<file path="src/rtl/mfa_pkg.sv">
// Shared defaults and helpers for the matrix RAM front end.
// Provides address-slice math and a round-robin pick function.
package mfa_pkg;

  localparam int ADDR_LEN_DEF = 6;
  localparam int DATA_LEN_DEF = 8;
  localparam int MAX_REQ      = 8;

  typedef struct packed {
    logic       any;
    logic [2:0] idx;
  } pick_t;

  // Low bit of client i's address inside a packed address bus.
  function automatic int addr_lo(int i, int aw);
    return i * aw;
  endfunction

  // First set bit of valid[n-1:0], searching from ptr upward mod n.
  function automatic pick_t rr_pick(
    logic [MAX_REQ-1:0] valid,
    logic [2:0]         ptr,
    int                 n
  );
    pick_t r;
    int    j;
    r = '0;
    for (int k = 0; k < MAX_REQ; k++) begin
      if (k < n) begin
        j = int'(ptr) + k;
        if (j >= n) j = j - n;
        if (!r.any && valid[j[2:0]]) begin
          r.any = 1'b1;
          r.idx = j[2:0];
        end
      end
    end
    return r;
  endfunction

endpackage

</file>
<file path="src/rtl/ram_rd_arbiter_rr_pick.sv">
// Combinational round-robin picker over N requesters, rotating base.
// Ports: valid_i/ptr_i in; one-hot gnt_o, index idx_o, any_o out.
module rr_pick_onehot
  import mfa_pkg::*;
#(
  parameter int N = 4
) (
  input  logic [N-1:0]         valid_i,
  input  logic [$clog2(N)-1:0] ptr_i,
  output logic [N-1:0]         gnt_o,
  output logic [$clog2(N)-1:0] idx_o,
  output logic                 any_o
);

  localparam int IW = $clog2(N);

  logic [MAX_REQ-1:0] vld8;
  pick_t              p;

  always_comb begin
    vld8         = '0;
    vld8[N-1:0]  = valid_i;
    p            = rr_pick(vld8, 3'(ptr_i), N);
    any_o        = p.any;
    idx_o        = IW'(p.idx);
    gnt_o        = '0;
    if (p.any) gnt_o[idx_o] = 1'b1;
  end

endmodule

</file>
<file path="src/rtl/ram_rd_arbiter.sv">
// Round-robin arbiter for the matrix RAM read port, write pass-through.
// Ports: CLK/RST, req_* clients, wr_* client, ram_* RAM side, rsp_* out.
module ram_rd_arbiter
  import mfa_pkg::*;
#(
  parameter  int ADDR_LEN = ADDR_LEN_DEF,
  parameter  int DATA_LEN = DATA_LEN_DEF,
  parameter  int NUM_REQ  = 4,
  localparam int ID_W     = $clog2(NUM_REQ),
  localparam int AW       = ADDR_LEN + 1
) (
  input  logic                    CLK,
  input  logic                    RST,
  input  logic [NUM_REQ-1:0]      req_valid,
  input  logic [NUM_REQ*AW-1:0]   req_addr,
  output logic [NUM_REQ-1:0]      req_ready,
  input  logic                    wr_valid,
  input  logic [AW-1:0]           wr_addr,
  input  logic [DATA_LEN-1:0]     wr_data,
  output logic                    wr_ready,
  output logic [AW-1:0]           ram_rd_addr,
  output logic                    ram_wr_en,
  output logic [AW-1:0]           ram_wr_addr,
  output logic [DATA_LEN-1:0]     ram_wr_data,
  input  logic [DATA_LEN-1:0]     ram_q,
  output logic                    rsp_valid,
  output logic [ID_W-1:0]         rsp_id,
  output logic [DATA_LEN-1:0]     rsp_data
);

  logic [NUM_REQ-1:0]  pick_gnt;
  logic [ID_W-1:0]     pick_idx;
  logic                pick_any;
  logic                grant_any;
  logic [AW-1:0]       gnt_addr;
  logic                collide;

  logic [ID_W-1:0]     rr_ptr_q, rr_ptr_d;
  logic                rsp_valid_q, rsp_valid_d;
  logic [ID_W-1:0]     rsp_id_q, rsp_id_d;
  logic                bypass_q, bypass_d;
  logic [DATA_LEN-1:0] bypass_data_q, bypass_data_d;
  logic [AW-1:0]       last_addr_q, last_addr_d;

  rr_pick_onehot #(
    .N (NUM_REQ)
  ) u_pick (
    .valid_i (req_valid),
    .ptr_i   (rr_ptr_q),
    .gnt_o   (pick_gnt),
    .idx_o   (pick_idx),
    .any_o   (pick_any)
  );

  always_comb begin
    grant_any = pick_any & ~RST;
    req_ready = RST ? '0 : pick_gnt;
    gnt_addr  = req_addr[addr_lo(int'(pick_idx), AW) +: AW];
    // Hold the last address when idle so the RAM input stays quiet.
    ram_rd_addr = grant_any ? gnt_addr : last_addr_q;
    // Same-cycle write to the address being read: RAM gives old data.
    collide   = grant_any & wr_valid & (wr_addr == gnt_addr);
  end

  always_comb begin
    wr_ready    = ~RST;
    ram_wr_en   = wr_valid & ~RST;
    ram_wr_addr = wr_addr;
    ram_wr_data = wr_data;
  end

  always_comb begin
    rr_ptr_d      = rr_ptr_q;
    rsp_valid_d   = grant_any;
    rsp_id_d      = pick_idx;
    bypass_d      = collide;
    bypass_data_d = bypass_data_q;
    last_addr_d   = last_addr_q;
    if (grant_any) begin
      last_addr_d = gnt_addr;
      if (pick_idx == ID_W'(NUM_REQ - 1)) rr_ptr_d = '0;
      else                                 rr_ptr_d = pick_idx + ID_W'(1);
    end
    if (collide) bypass_data_d = wr_data;
  end

  always_ff @(posedge CLK) begin
    if (RST) begin
      rr_ptr_q      <= '0;
      rsp_valid_q   <= 1'b0;
      rsp_id_q      <= '0;
      bypass_q      <= 1'b0;
      bypass_data_q <= '0;
      last_addr_q   <= '0;
    end else begin
      rr_ptr_q      <= rr_ptr_d;
      rsp_valid_q   <= rsp_valid_d;
      rsp_id_q      <= rsp_id_d;
      bypass_q      <= bypass_d;
      bypass_data_q <= bypass_data_d;
      last_addr_q   <= last_addr_d;
    end
  end

  always_comb begin
    rsp_valid = rsp_valid_q;
    rsp_id    = rsp_id_q;
    if (!rsp_valid_q)  rsp_data = '0;
    else if (bypass_q) rsp_data = bypass_data_q;
    else               rsp_data = ram_q;
  end

endmodule

</file>
<file path="config.mk">
export PLATFORM = sky130hd
export DESIGN_NAME = ram_rd_arbiter
export DESIGN_NICKNAME = d
export VERILOG_FILES = /design/src/rtl/mfa_pkg.sv /design/src/rtl/ram_rd_arbiter_rr_pick.sv /design/src/rtl/ram_rd_arbiter.sv
export SDC_FILE = /design/constraint.sdc
export NUM_CORES = 1
export LEC_CHECK = 0
export ABC_CLOCK_PERIOD_IN_PS = 3700
export CAP_MARGIN = 30
export CORE_MARGIN = 2
export CORE_UTILIZATION = 41
export DETAILED_ROUTE_END_ITERATION = 8
export PLACE_DENSITY = 0.9
export SETUP_SLACK_MARGIN = 0.3
export SYNTH_ARGS = -nofsm -noshare
export SYNTH_HDL_FRONTEND = slang
export SYNTH_SLANG_ARGS = --single-unit
</file>
<file path="constraint.sdc">
create_clock -name CLK -period 3.7 [get_ports CLK]
set_input_delay 0.555 -clock CLK [delete_from_list [all_inputs] [get_ports CLK]]
set_output_delay 0.555 -clock CLK [all_outputs]
set_load 0.01 [all_outputs]
</file>
; After elaboration in Yosys (flattened, before gate mapping)
; Index checks and enable logic that the tools add are counted.
[word_totals]
regBits = 21
word_cells = 64
output_inout_bits = 39
[op_classes]
mul = 1
magnitude_cmp = 10
eq_ne = 2
shifts = 1
muxes = 24
reduce_logical = 7
bitwise_logic = 5
n_addsub = 8
[op_table]
columns = operator, count
row1 = $ge 32x4->1 const B, 3
row2 = $shiftx 28x6->7, 1
row3 = $mux 4, 6
row4 = $lt 3x4->1 const B, 4
row5 = $mux 8, 2
row6 = $bmux 1 s3, 4
row7 = $mux 3, 4
row8 = $sub 3x3->3 const B, 3
row9 = $eq 7x7->1, 1
row10 = $mux 7, 1
row11 = $add 2x2->3 const B, 2
row12 = $mul 2x3->5 const B, 1
row13 = $mux 1, 5
row14 = $and 1x1->1, 4
row15 = $logic_and 1x1->1, 4
row16 = $add 2x1->3 const B, 1
row17 = $ge 2x3->1 const B, 1
row18 = $logic_not 1->1, 3
row19 = $lt 2x3->1 const B, 1
row20 = $sub 2x3->3 const B, 1
row21 = $add 2x1->2 const B, 1
row22 = $demux 1 s2, 1
row23 = $eq 2x2->1 const B, 1
row24 = $ge 2x1->1 const B, 1
row25 = 2 further kinds, 2

; Depth between registers and ports, before layout
; Gate-level depths: netlist (run 1).
[depth]
word_depth = 20
mapped_depth = 13
depth_no_buf = 12

; Modules after synthesis
; A second synthesis (run 1) with hierarchy kept.
[hier_totals]
cells_unflattened = 181
area_unflattened_um2 = 1562.7
[modules_own_cells]
columns = mod, instances, seq_area_each_um2, cells_each, area_each_um2
row1 = ram_rd_arbiter, 1, 420.4, 148, 1351.3
row2 = rr_pick_onehot, 1, 0.0, 33, 211.5

; Worst setup path before layout (run 1)
; No wires, ideal clock.
[synth_timing]
path_kind = flip-flop to flip-flop
start = register rr_ptr_q[0]
end = register bypass_data_q[0]
setup_ns = 0.072
arrival_ns = 3.342
path_buffers = 1
t_required_ns = 3.628
setup_slack_ns = 0.286
stages_incl_launch_ff = 12
period_less_slack_ns = 3.414
cell_sequence = dfxtp_1 buf_4 inv_1 ha_1 mux4_2 or2_4 or3_4 a221oi_2 nor3_1 nand4b_4 nor4_4 mux2i_1
[synth_between]
elab_chain_len = 18
word_cells_on_any_way = 39
classes_between = 7 x add/sub / 1 x mul / 4 x order compare / 1 x eq/ne / 1 x shift / 16 x mux / 3 x bitwise / 6 x reduce/logical
[synth_rtl]
columns = element, line
row1 = "start, declared", ram_rd_arbiter.sv:38  ; logic [ID_W-1:0] rr_ptr_q, rr_ptr_d;
row2 = "start signal, assigned", ram_rd_arbiter.sv:96  ; rr_ptr_q <= rr_ptr_d;
row3 = "parallel branches: the longest is 13 deep, another holds $ge 32x4->1", -
row4 = $mux 4 (*), mfa_pkg.sv:32  ; if (!r.any && valid[j[2:0]]) begin
row5 = $mul 2x3->5, mfa_pkg.sv:16  ; return i * aw;
row6 = $shiftx 28x6->7, ram_rd_arbiter.sv:58  ; gnt_addr = req_addr[addr_lo(int'(pick_idx), AW) +: AW];
row7 = $eq 7x7->1, ram_rd_arbiter.sv:62  ; collide = grant_any & wr_valid & (wr_addr == gnt_addr);
row8 = $and 1x1->1 (*), ram_rd_arbiter.sv:62
row9 = "end signal, assigned", ram_rd_arbiter.sv:100  ; bypass_data_q <= bypass_data_d;
row10 = "end, declared", ram_rd_arbiter.sv:42  ; logic [DATA_LEN-1:0] bypass_data_q, bypass_data_d;
; Every way passes the cells marked *. The select of a mux whose other input is x is not followed.
; A chain may end at the register's enable or synchronous reset.

; Final worst setup path (run 1)
[layout_timing]
start = register rr_ptr_q[0]
end = output port ram_rd_addr[0]
[layout_between]
elab_chain_len = 17
word_cells_on_any_way = 37
classes_between = 7 x add/sub / 1 x mul / 4 x order compare / 1 x shift / 17 x mux / 1 x bitwise / 6 x reduce/logical
[layout_rtl]
columns = element, line
row1 = "parallel branches: the longest is 13 deep, another holds $ge 32x4->1", -
row2 = $mux 4 (*), mfa_pkg.sv:32
row3 = $mul 2x3->5, mfa_pkg.sv:16
row4 = $shiftx 28x6->7, ram_rd_arbiter.sv:58
row5 = $mux 7 (*), -
row6 = "end, declared", ram_rd_arbiter.sv:21  ; output logic [AW-1:0] ram_rd_addr,
; Marks and branches as above.

==> flow_metrics.py, run 1 <==
metrics = {
    "detailed_routing": {
        "vias_per_cell": 6.053,
        "route.detailed.drc": 0,
        "wl_um": 9325,
        "ant_nets": 0,
        "drtPass1Iterations": 8,
        "vias": 2718,
        "avgRoutedWirePerCell_um": 20.77,
        "drt_iter0_markers": 371,
    },
    "final_layout": {
        "instances_no_fill": 449,
        "diodes": 0,
        "seq_area_um2": 425.4,
        "fillers": 282,
        "multi_input_area_um2": 1499,
        "drive_gt1_frac": 0.3747,
        "fin_nets": 460,
        "areaGrowthSynthToFinish_pct": 89.95,
    },
    "timing": {
        "post-route-min-period_ns": 3.502,
        "max_freq_ghz": 0.2855,
        "fin_skew_ns": 0.01230,
        "setup_viol": 0,
        "drv_slew": 0,
        "rsz0062_at_grt": "true",
        "finalHoldViolCount": 0,
        "max_slew.worst_pin.slew_ns": 0.5389,
        "fin_crit_sh": 0.9465,
        "maxSlewHeadroom": 0.6396,
    },
    "clock_network": {
        "clk_pin_slew_worst_paths_ns": 0.09,
        "cts_root_buffer": "clkbuf_8",
        "clkSinkCount": 21,
        "numCtsBuffers": 3,
        "clk_latency_ns": 0.27,
        "h-tree-depth": 1,
        "tritoncts": "yes",
        "cts_buffer_depth": 2,
        "cts_hold_buffers": 0,
    },
    "synth": {
        "synth_common_cells": "nand2_1, dfxtp_1, o21ai_0",
        "ys_ff_latch": 21,
        "ys_warn_count": 0,
        "synth_edf_count": 0,
        "seq_area_frac_synth": 0.2165,
        "synth_ff_type": "dfxtp_1",
        "avgSynthCellArea_um2": 8.159,
        "synth_most_common_cell": "nand2_1",
        "yosysUniqueCellTypes": 47,
        "yosysTopAreaCellShare": 0.2165,
        "yosys.area.top_type": "dfxtp_1",
        "netlist_instances": 238,
        "syn-num-nets": 302,
        "netlist_area_um2": 1942,
        "synthArstFlopShare": 0,
        "synth.area.top_cells": "dfxtp_1, mux2i_1, buf_4, o21ai_0, nand2_1",
    },
    "outcome": {
        "status": "finished clean",
    },
    "grt": {
        "grt_antenna_before_repair": 0,
        "grt_max_degree": 16,
        "grt_overflow": 0,
        "grt_pass1_wl_um": 12360,
        "grt_pass1_vias": 2557,
        "grt_usage": 0.2970,
    },
    "pwr": {
        "max-vdd-ir-drop_v": 0.0004935,
        "leakagePower_nw": 1.552,
        "power_w": 0.002999,
        "power_density_nw_per_um2": 813.1,
    },
    "floorplan": {
        "die-width_um": 72.82,
        "die-area_um2": 5303,
        "die_y_um": 72.82,
        "rows": 25,
        "io_pins": 97,
        "initial_core_util": 0.4195,
        "core_um2": 4629,
    },
    "place": {
        "place_inst": 402,
        "port_buffers": 96,
        "dp_hpwl_um": 5148,
        "place_congestion": 0.8276,
    },
    "setup_path": {
        "cp_max_fo": 4,
        "cp-end-kind": "output port",
        "arrival_ns": 2.95,
        "critical_path_class": "flop to output port",
        "crit_path_start_kind": "flop",
        "critPathRequiredTime_ns": 3.14,
    },
    "run": {
        "cap_violations": 0,
    },
    "worst_hold_path": {
        "hold_class": "flop to flop",
    },
}
## flip-flops by register name (all words and copies together) (netlist names)
register	flops
rsp_id	2
bypass_data_q	8
rsp_valid	1
last_addr_q	7
bypass_q	1
rr_ptr_q	2
## metrics by stage
step           setup slack, ns  instance area [um2]  setup TNS, ns    util  hold slack (ns)
6_report                0.1979                 3689              0  0.7968           0.4723
5_1_grt                 0.1489                 3689              0  0.7968           0.4885
4_1_cts                 0.2838                 3460              0  0.7473           0.4622
3_5_place_dp           -0.3252                 3114         -3.704  0.6727           0.4490
3_3_place_gp           -0.1856                 3114         -2.001  0.6727           0.4438
2_1_floorplan           0.3084                 1946              0       -           0.4344
## worst max-delay path, cell delays in order (launching register included)
cell and delay [ns]:
dfxtp_4 0.39, inv_4 0.04, ha_4 0.28, mux4_2 0.38, nand2b_4 0.19, a221oi_4 0.32, o21a_4 0.20, buf_6 0.11
buf_6 0.09, a211oi_2 0.05, o41ai_2 0.41, buf_2 0.22
## kinds of logic (layout without fill, tap and decap cells)
| kind of cell | after synthesis | after routing | share of synthesized area |
|---|---|---|---|
| and+or+nand+nor | 87 | 87 | 0.2655 |
| AOI/OAI and AO/OA | 62 | 62 | 0.2216 |
| buffers and inverters | 37 | 194 | 0.1082 |
| muxes | 24 | 24 | 0.1450 |
| DFF | 21 | 21 | 0.2165 |
| adders and majority gates | 6 | 6 | 0.03866 |
| xor gates and xnor gates | 1 | 1 | 0.004511 |
## cell type report
cell class                      count  area share
Tap cell                           54     0.01832
Multi-Input combinational cell    180      0.4064
Timing Repair Buffer              179      0.4349
Clock inverter                      1    0.002035
Sequential cell                    21      0.1153
Inverter                           11     0.01187
Clock buffer                        3     0.01119
## report_power, final
group          internal (W)  switching [W]
logic               0.00130        0.00122
clock network     0.0000764      0.0000855
registers          0.000282      0.0000332
## worst paths after layout
kind,startpoint,to,slack (ns),depth (start not counted)
max,rr_ptr_q[0]$_SDFFE_PP0P_,ram_rd_addr[0],0.20,11
min,bypass_data_q[5]$_SDFFE_PP0P_,bypass_data_q[5]$_SDFFE_PP0P_,0.47,2
max reg2reg,rr_ptr_q[0]$_SDFFE_PP0P_,bypass_data_q[4]$_SDFFE_PP0P_,0.22,14
min reg2reg,bypass_data_q[5]$_SDFFE_PP0P_,bypass_data_q[5]$_SDFFE_PP0P_,0.47,2
## layout by cell type (no fill, tap or decap), types with 7 or more instances in the layout
cell type	count
clkdlybuf4s50_1	81
nor2b_1	10
dfxtp_1	19
mux2i_1	18
inv_1	8
buf_4	69
buf_2	7
o21ai_0	18
nand2_1	21
nor2_1	8
nand3_1	13
buf_6	12
## repair_timing
| item | CTS | global route |
|---|---|---|
| setup endpoints to repair | 19 | 20 |
| pin swaps | 17 | 17 |
| gates resized for setup | 71 | 39 |
| cloned | 0 | 1 |
| setup buffers | 23 | 19 |
## routing by layer
| metal | share of wire | up-vias | GRT usage | wire [um] |
|---|---|---|---|---|
| met5 | 0 | - | 0 | 0 |
| met4 | 0.049 | 0 | 0.1399 | 456 |
| met3 | 0.077 | 51 | 0.05249 | 718 |
| met2 | 0.51 | 211 | 0.5303 | 4731 |
| met1 | 0.37 | 1288 | 0.3410 | 3418 |
| li1 | - | 1168 | - | - |
No activity file was read; power rests on OpenSTA's default activity.
==> inputs of run 2 (changes only) <==
--- a/config.mk
+++ b/config.mk
@@ -5,12 +5,12 @@
 export SDC_FILE = /design/constraint.sdc
 export NUM_CORES = 1
 export LEC_CHECK = 0
-export ABC_CLOCK_PERIOD_IN_PS = 3700
+export ABC_CLOCK_PERIOD_IN_PS = 3390
 export CAP_MARGIN = 30
 export CORE_MARGIN = 2
-export CORE_UTILIZATION = 41
+export CORE_UTILIZATION = 40
 export DETAILED_ROUTE_END_ITERATION = 8
-export PLACE_DENSITY = 0.9
+export PLACE_DENSITY = 0.84
 export SETUP_SLACK_MARGIN = 0.3
 export SYNTH_ARGS = -nofsm -noshare
 export SYNTH_HDL_FRONTEND = slang
==> constraint.sdc (replaced) <==
create_clock -name CLK -period 3.39 [get_ports CLK]
set_input_delay 0.5085 -clock CLK [delete_from_list [all_inputs] [get_ports CLK]]
set_output_delay 0.5085 -clock CLK [all_outputs]
set_load 0.01 [all_outputs]
==> run 2 against run 1 <==
The flow now finishes with violations (negative setup slack). Global-route usage down 1.2 points. Utilization up 0.43 points. Critical path type is now flop to flop. Largest power group unchanged. Sequential power up 9.8%. Register-to-register slack worse by 0.37 ns. Cell area up 1.9%. Worst setup slack worse by 0.35 ns. First-iteration DRC count down 73%. Sequential cell count unchanged. Clock power about the same. Worst hold slack worse by 0.00067 ns. Non-clock buffer count down 6.
==> flow_metrics.py, run 2 (synthesis gave the netlist of run 1 again) <==
metrics = {
    "final_layout": {
        "areaGrowthSynthToFinish_pct": 93.56,
        "largest_reg_flops": 8,
        "drive_gt1_frac": 0.3933,
        "fillers": 268,
        "diodes": 0,
        "multi_input_area_um2": 1599,
        "fin_nets": 454,
        "layout_commonest_cell": "clkdlybuf4s50_1",
        "top_register": "bypass_data_q",
        "layout_common_cells": "clkdlybuf4s50_1, buf_4, nand2_1, dfxtp_1, mux2i_1",
        "reg_top3": "bypass_data_q (8), last_addr_q (7)",
        "seq_area_um2": 425.4,
        "fin_area_um2": 3759,
    },
    "grt": {
        "grt_antenna_before_repair": 0,
        "grt_max_degree": 21,
        "grt.busiest_layer": "met2",
        "use_met3": 0.03429,
        "gr-usage-met2": 0.5536,
        "grt_pass1_wl_um": 11870,
        "met1_usage": 0.3110,
        "grt_usage": 0.2849,
        "grt_overflow": 0,
        "grt_pass1_vias": 2527,
    },
    "timing": {
        "max_freq_ghz": 0.2822,
        "setup_viol": 10,
        "setup_slack_ns": -0.1536,
        "rsz0062_at_grt": "true",
        "drv_slew": 0,
        "max_slew.worst_pin.slew_ns": 0.5280,
        "finalHoldViolCount": 0,
        "fin_skew_ns": 0.004746,
        "fin_crit_sh": 1.045,
        "maxSlewHeadroom": 0.6475,
        "post-route-min-period_ns": 3.544,
    },
    "pwr": {
        "sw_frac_of_total": 0.4396,
        "p_seq_frac": 0.106,
        "pwr-share-comb": 0.844,
        "clkPwrFrac": 0.050,
        "power.internal_w": 0.001828,
        "switchingPower_w": 0.001434,
        "max-vdd-ir-drop_v": 0.0006016,
        "power_density_nw_per_um2": 867.8,
        "leakagePower_nw": 1.543,
    },
    "detailed_routing": {
        "drt_iter0_markers": 100,
        "ant_nets": 0,
        "wl_um": 8634,
        "route.detailed.drc": 0,
        "vias": 2514,
        "avgRoutedWirePerCell_um": 19.49,
        "drtPass1Iterations": 5,
        "vias_per_cell": 5.675,
    },
    "setup_path": {
        "critical_path.startpoint": "rr_ptr_q[0]$_SDFFE_PP0P_",
        "cp_slowest_cell": "mux4_2",
        "cp_max_fo": 8,
        "crit_path_max_incr_delay_ns": 0.59,
        "critical-path-top-delay-family": "multiplexers",
        "critPathRequiredTime_ns": 3.57,
        "cp.depth": 14,
        "critical_path_class": "flop to flop",
        "path_buf_inv": 5,
        "crit_path_start_kind": "flop",
        "arrival_ns": 3.72,
        "path_cells": "buf_4 -> mux4_2 -> nand2b_4 -> a221oi_4 -> o21a_1 -> buf_4 -> buf_4 -> o211ai_1 -> buf_4 -> a21o_1 -> nand4b_4 -> nor4_4 -> buf_12 -> mux2i_1",
        "ff2ff_path_depth": 14,
        "reg2reg_setup_slack_ns": -0.15,
        "r2r-start": "rr_ptr_q[0]$_SDFFE_PP0P_",
        "cp-end-kind": "flop",
        "crit_top_cell": "buf_4",
    },
    "floorplan": {
        "rows": 25,
        "io_pins": 97,
        "die_y_um": 73.68,
        "core_um2": 4692,
        "die-area_um2": 5428,
        "initial_core_util": 0.4139,
        "die-width_um": 73.68,
    },
    "place": {
        "placed_area_um2": 3221,
        "dp_hpwl_um": 5129,
        "place_congestion": 0.8258,
        "post-place-ws_ns": -0.5252,
        "port_buffers": 96,
    },
    "clock_network": {
        "clk_pin_slew_worst_paths_ns": 0.07,
        "cts_buffer_depth": 2,
        "tritoncts": "yes",
        "numCtsBuffers": 3,
        "h-tree-depth": 1,
        "clk_latency_ns": 0.26,
        "cts_hold_buffers": 0,
        "clkSinkCount": 21,
        "cts_root_buffer": "clkbuf_8",
    },
    "worst_hold_path": {
        "hold_depth": 2,
        "hold_class": "flop to flop",
        "hold_start": "bypass_data_q[4]$_SDFFE_PP0P_",
    },
    "run": {
        "cap_violations": 0,
    },
    "outcome": {
        "status": "finished with violations",
        "violations": "negative setup slack",
    },
}
==> run 2: power by group through the flow <==
| stage | clock [W] | sequential, W | combinational (W) |
|---|---|---|---|
| finish | 0.000164 | 0.000346 | 0.00275 |
| global route | 0.000177 | 0.000349 | 0.00290 |
| CTS | 0.000164 | 0.000340 | 0.00240 |
| detailed placement | 0 | 0.000347 | 0.00197 |
| global placement | 0 | 0.000345 | 0.00191 |
| floorplan | 0 | 0.000338 | 0.00109 |
==> run 2: path summary, 6_finish.rpt <==
check	to
max	bypass_data_q[0]$_SDFFE_PP0P_
max reg2reg	bypass_data_q[0]$_SDFFE_PP0P_
min	bypass_data_q[4]$_SDFFE_PP0P_
min reg2reg	bypass_data_q[4]$_SDFFE_PP0P_
==> run 2: metrics by stage <==
step / util / cells / TNS (ns) / total power [W] / hold WS (ns)
2_1_floorplan: - / 238 / 0 / 0.001426 / 0.4344
3_3_place_gp: 0.6864 / 412 / -6.709 / 0.002254 / 0.4439
3_5_place_dp: 0.6864 / 412 / -8.509 / 0.002315 / 0.4566
4_1_cts: 0.7707 / 435 / 0 / 0.002902 / 0.4704
5_1_grt: 0.8011 / 443 / -2.034 / 0.003429 / 0.4918
6_report: 0.8011 / 443 / -0.7097 / 0.003262 / 0.4716
==> run 2: cell type report <==
type                    count  share of cell area
repair buffers            173              0.4191
inverters                  11             0.01232
clock buffers               4             0.01198
well taps                  54             0.01798
multi-input cells         180              0.4254
flip-flops and latches     21              0.1132
==> run 2: what timing repair did <==
action | CTS | global route
gates resized for setup | 95 | 31
pin swaps | 20 | 18
setup buffers | 19 | 8
endpoints found under the setup margin | 20 | 20
==> run 2: tightest hold or removal path, delay by kind of cell, from the launching register on <==
| family | cells | cell delay, ns |
|---|---|---|
| flip-flops | 1 | 0.32 |
| multiplexers | 1 | 0.05 |
| AND/OR/NAND/NOR | 1 | 0.06 |
==> run 2: routing by layer <==
metal  wire length, um  part of all wire  vias to the layer above
met5                 0                 0                        -
met3               401             0.046                       43
met4               458             0.053                        0
li1                  -                 -                     1159
met2              4563              0.53                      137
met1              3210              0.37                     1175
